### src/rtl/tmr_sipo_receiver.sv
// Serial-in/parallel-out word receiver with triplicated shift register, bit counter
// and holding register; every replica reloads from the majority vote each cycle.
module tmr_sipo_receiver #(
   parameter int width = 16
) (
   input  logic             clk,
   input  logic             rst,
   input  logic             enable,
   input  logic             serial_in,
   input  logic             bit_valid,
   input  logic             msb_first,
   output logic [width-1:0] parallel_out,
   output logic             word_valid,
   input  logic             word_ready,
   output logic             overrun,
   input  logic             clear_status,
   input  logic [2:0]       fault_inject,
   output logic [2:0]       fault_flags,
   output logic [7:0]       fault_count
);

   localparam int CW = (width > 1) ? $clog2(width) : 1;
   localparam logic [CW-1:0] LAST = CW'(width - 1);

   logic [width-1:0] sr   [3];
   logic [CW-1:0]    cnt  [3];
   logic [width-1:0] hold [3];

   logic [width-1:0] sr_v, hold_v, sr_next, hold_next;
   logic [CW-1:0]    cnt_v, cnt_next;
   logic             accept, complete, take, drop;
   logic             wv_q, ovr_q;
   logic [7:0]       fcnt_q;
   logic             fault_any;

   // Bitwise majority of the three copies.
   assign sr_v   = (sr[0] & sr[1]) | (sr[0] & sr[2]) | (sr[1] & sr[2]);
   assign cnt_v  = (cnt[0] & cnt[1]) | (cnt[0] & cnt[2]) | (cnt[1] & cnt[2]);
   assign hold_v = (hold[0] & hold[1]) | (hold[0] & hold[2]) | (hold[1] & hold[2]);

   assign accept   = enable & bit_valid;
   assign complete = accept & (cnt_v == LAST);
   assign take     = complete & (~wv_q | word_ready);
   assign drop     = complete & wv_q & ~word_ready;

   always_comb begin
      sr_next  = sr_v;
      cnt_next = cnt_v;
      if (accept) begin
         if (msb_first) sr_next = {sr_v[width-2:0], serial_in};
         else           sr_next = {serial_in, sr_v[width-1:1]};
         cnt_next = (cnt_v == LAST) ? '0 : cnt_v + 1'b1;
      end
   end

   assign hold_next = take ? sr_next : hold_v;

   // Replicas never feed back their own value, so a single upset is scrubbed next edge.
   always_ff @(posedge clk or negedge rst) begin
      if (!rst) begin
         for (int i = 0; i < 3; i++) begin
            sr[i]   <= '0;
            cnt[i]  <= '0;
            hold[i] <= '0;
         end
      end else begin
         for (int i = 0; i < 3; i++) begin
            sr[i]   <= sr_next ^ {{(width-1){1'b0}}, fault_inject[i]};
            cnt[i]  <= cnt_next;
            hold[i] <= hold_next;
         end
      end
   end

   always_comb begin
      fault_flags = '0;
      for (int i = 0; i < 3; i++)
         fault_flags[i] = (sr[i] != sr_v) | (cnt[i] != cnt_v) | (hold[i] != hold_v);
   end

   assign fault_any = |fault_flags;

   // A set or increment in the same cycle as clear_status takes priority over the clear.
   always_ff @(posedge clk or negedge rst) begin
      if (!rst) begin
         wv_q   <= 1'b0;
         ovr_q  <= 1'b0;
         fcnt_q <= '0;
      end else begin
         if (take)            wv_q <= 1'b1;
         else if (word_ready) wv_q <= 1'b0;

         if (drop)              ovr_q <= 1'b1;
         else if (clear_status) ovr_q <= 1'b0;

         if (fault_any) begin
            if (clear_status)         fcnt_q <= 8'd1;
            else if (fcnt_q != 8'hff) fcnt_q <= fcnt_q + 8'd1;
         end else if (clear_status) begin
            fcnt_q <= '0;
         end
      end
   end

   assign parallel_out = hold_v;
   assign word_valid   = wv_q;
   assign overrun      = ovr_q;
   assign fault_count  = fcnt_q;

endmodule

### config.mk
export PLATFORM = sky130hd
export DESIGN_NAME = tmr_sipo_receiver
export DESIGN_NICKNAME = d
export VERILOG_FILES = /design/src/rtl/tmr_sipo_receiver.sv
export SDC_FILE = /design/constraint.sdc
export NUM_CORES = 1
export LEC_CHECK = 0
export BUFFER_PORTS_ARGS = -buffer_cell sky130_fd_sc_hd__buf_4
export CORE_ASPECT_RATIO = 0.6
export CORE_MARGIN = 8
export CORE_UTILIZATION = 57
export CTS_BUF_LIST = sky130_fd_sc_hd__clkbuf_4 sky130_fd_sc_hd__clkbuf_8
export DETAILED_ROUTE_END_ITERATION = 16
export PLACE_DENSITY = 0.82
export SLEW_MARGIN = 30
export SYNTH_ARGS = -nofsm -noshare
export SYNTH_HDL_FRONTEND = slang
export SYNTH_SLANG_ARGS = --single-unit
### constraint.sdc
create_clock -name clk -period 1.9 [get_ports clk]
set_input_delay 0 -clock clk [delete_from_list [all_inputs] [get_ports clk]]
set_output_delay 0 -clock clk [all_outputs]
set_load 0.01 [all_outputs]
==> results.md <==
- Outcome: finished, final reports clean
- Final core occ: 0.7136
- Setup TNS: 0 ns
- Largest net degree at the start of global routing: 49
- Fmax: 0.5837 GHz
- Worst Tran Pin Value: about 0.59 ns
- Post-CTS Resized: 0
- WHS: 0.05828 ns
- Number of setup violations in the final report: 0
- Nets@finish: roughly 250
- Most frequent cells in the layout: dfrtp_1 (48), buf_4 (40), a21oi_1 (21), nor2_1 (19), mux2i_1 (18)
- Synth async-reset ratio: 1.000
- Post-Route WL: between 4000 and 5000 microns
- Dpl hpwl: between 3000 and 4000 microns
- Clock sink total: 48
- Worst-case clock buffer depth: 2
- Largest cells by area after synthesis: dfrtp_1 (54%), mux2i_1 (8.1%), mux2_2 (7.6%)
- Die Wd: just under 100 microns
- Peak supply drop: 899.0 uV
- Die area: around 0.0062 sq mm
- Initial core utilization: 0.5997
- TritonCTS buffer count: 5
- Post-synth EDFFs: 0
- R2R setup slack: 0.19 ns
- Placed Cells: 269
- Hold Crit Class: in2reg
- Max-slew violations: 0
- First-iteration detailed-routing DRC count: 108
- Share of layout cells above drive strength 1: 0.2961
- GRT overflow: 0
- Most common cell after layout, fill and taps aside: dfrtp_1
- Worst-path clk slew: 0.09 ns
- Register area share after synthesis: 0.5381
- Leak: 1.235 nW
- Layout filler cell count: 282
- Dpl ws: 0.2453 ns
- Worst slew margin: 0.6097
- FF-to-FF path depth: 5
- Critical path type: reg2reg
- CTS root buffer: clkbuf_8
- Clock skew: 0.007121 ns
- Syn Nets: 206
- Critical Path End Type: flip-flop
- DR DRC count: 0
- Die Height: 64.48 microns
- Worst Path Arrival: approximately 1.9 ns
- CTS tree: done
- Number of global-route vias before repair: 1603
- Synth area leader: dfrtp_1
- Total Power: 3.588 mW
- Final worst slack: between 0.15 and 0.2 ns
- Port Buffers: 39
- Placed cell areas: 0.002507 sq mm
- H-tree levels: 2
- Cell variety after synth: 37
- Final min period: ~1.7 ns
- Yosys warns: 0
- Post-synth top area share: 0.5381
- Skew-Pair Late Insertion Delay: 0.30 ns
- Post-synth top flop: dfrtp_1
- Synth Area per Inst: 11.57 sq um
- Worst endpoint required time: 2.12 ns
- CORE AREA: 0.003722 sq mm
- Syn Std Cell Area: around 0.0022 sq mm
- Syn Inst Count: 193
- Initial antenna violation count: 0
- Final Hold Vio Count: 0
- Synthesized flop and latch total: 48
- Design area: around 0.0027 sq mm
- RSZ-0062 raised after global routing: no
- DRT Pass-1 Iters: 5
- Area Overhead vs Synth: 19.00%
- First-pass GRT wire length: 8114 microns
- Io pins: 40
- Hold Crit Depth: 3
- DR WL/cell: around 16 microns
- Fin crit share: 0.9017
- Total track usage: 0.1588
- Vias per std cell: 5.543
- Crit path max fanout: 11
- Post-Layout Cell Count: 280
- Critical Path Source Type: flip-flop
- Vias after detailed routing: about 1600
- # diodes: 0
- Max-cap viol count: 0
- Number of cell rows: 17
- PwrDens: between 1000 and 1500 mW/mm^2
- Antenna-violating nets left: 0
- Placer Congestion: 0.8256
==> state kept, by name, summed over array words and instances, names as in the netlist <==
register     count
cnt              4
fault_count      8
hold            16
overrun          1
sr              18
word_valid       1
==> what timing repair did <==
action | CTS | global route
hold buffers | 5 | 0
hold endpoints to repair | 59 | 0
setup buffers | 0 | 0
==> area by class of cell <==
class                      count  area [sq um]  share of cell area
clock buffer                   5         68.82             0.02591
clock inverter                 1         30.03             0.01130
inverter                       2         7.507            0.002826
multi-input combinational    132         939.7              0.3537
sequential                    48          1201              0.4522
tap                           47         58.81             0.02214
timing repair buffer          45         350.3              0.1319
==> worst paths after layout <==
kind                             endpoint      startpoint
max reg2reg                fault_count[5]  fault_count[0]
min                            word_valid      word_ready
min in group asynchronous        hold[12]             rst
max in group asynchronous  fault_count[3]             rst
max                        fault_count[5]  fault_count[0]
min reg2reg                        cnt[2]          cnt[2]
==> report_power, final <==
part           switching (mW)  internal, mW
registers               0.293          1.32
clock network           0.317         0.378
logic                   0.619         0.658
total                    1.23          2.36
==> metal layers <==
metal  global-route usage  part of all wire
met1               0.2064              0.49
met3              0.05079             0.048
met5                    0                 0
met4              0.05905             0.015
met2               0.2445              0.45
==> cell usage after synthesis, drive strengths merged (2+ instances only) <==
master	count
inv	2
xnor2	4
ha	2
buf	11
nor2	19
o21ai	9
dfrtp	48
xor2	3
nand2	9
and2	2
a21oi	21
and3	2
nor4	2
or3	4
nand3	8
nand4	2
mux2	15
mux2i	18
o211ai	2
==> kinds of logic after synthesis <==
logic type,Yosys count,synth area share
AND/OR/NAND/NOR,53,0.1261
flip-flops,48,0.5381
AO/OA/AOI/OAI,36,0.09474
multiplexers,33,0.1564
buffers and inverters,13,0.04092
XOR/XNOR,7,0.02747
adder cells (fa/ha/maj),3,0.01625
==> critical path, cell delays in order, from the launching register on <==
cell	delay, ns
dfrtp_1	0.43
ha_1	0.28
nand3_1	0.15
o211ai_4	0.14
or4_1	0.48
a21oi_1	0.16
Power figures use the tool's default switching activity.
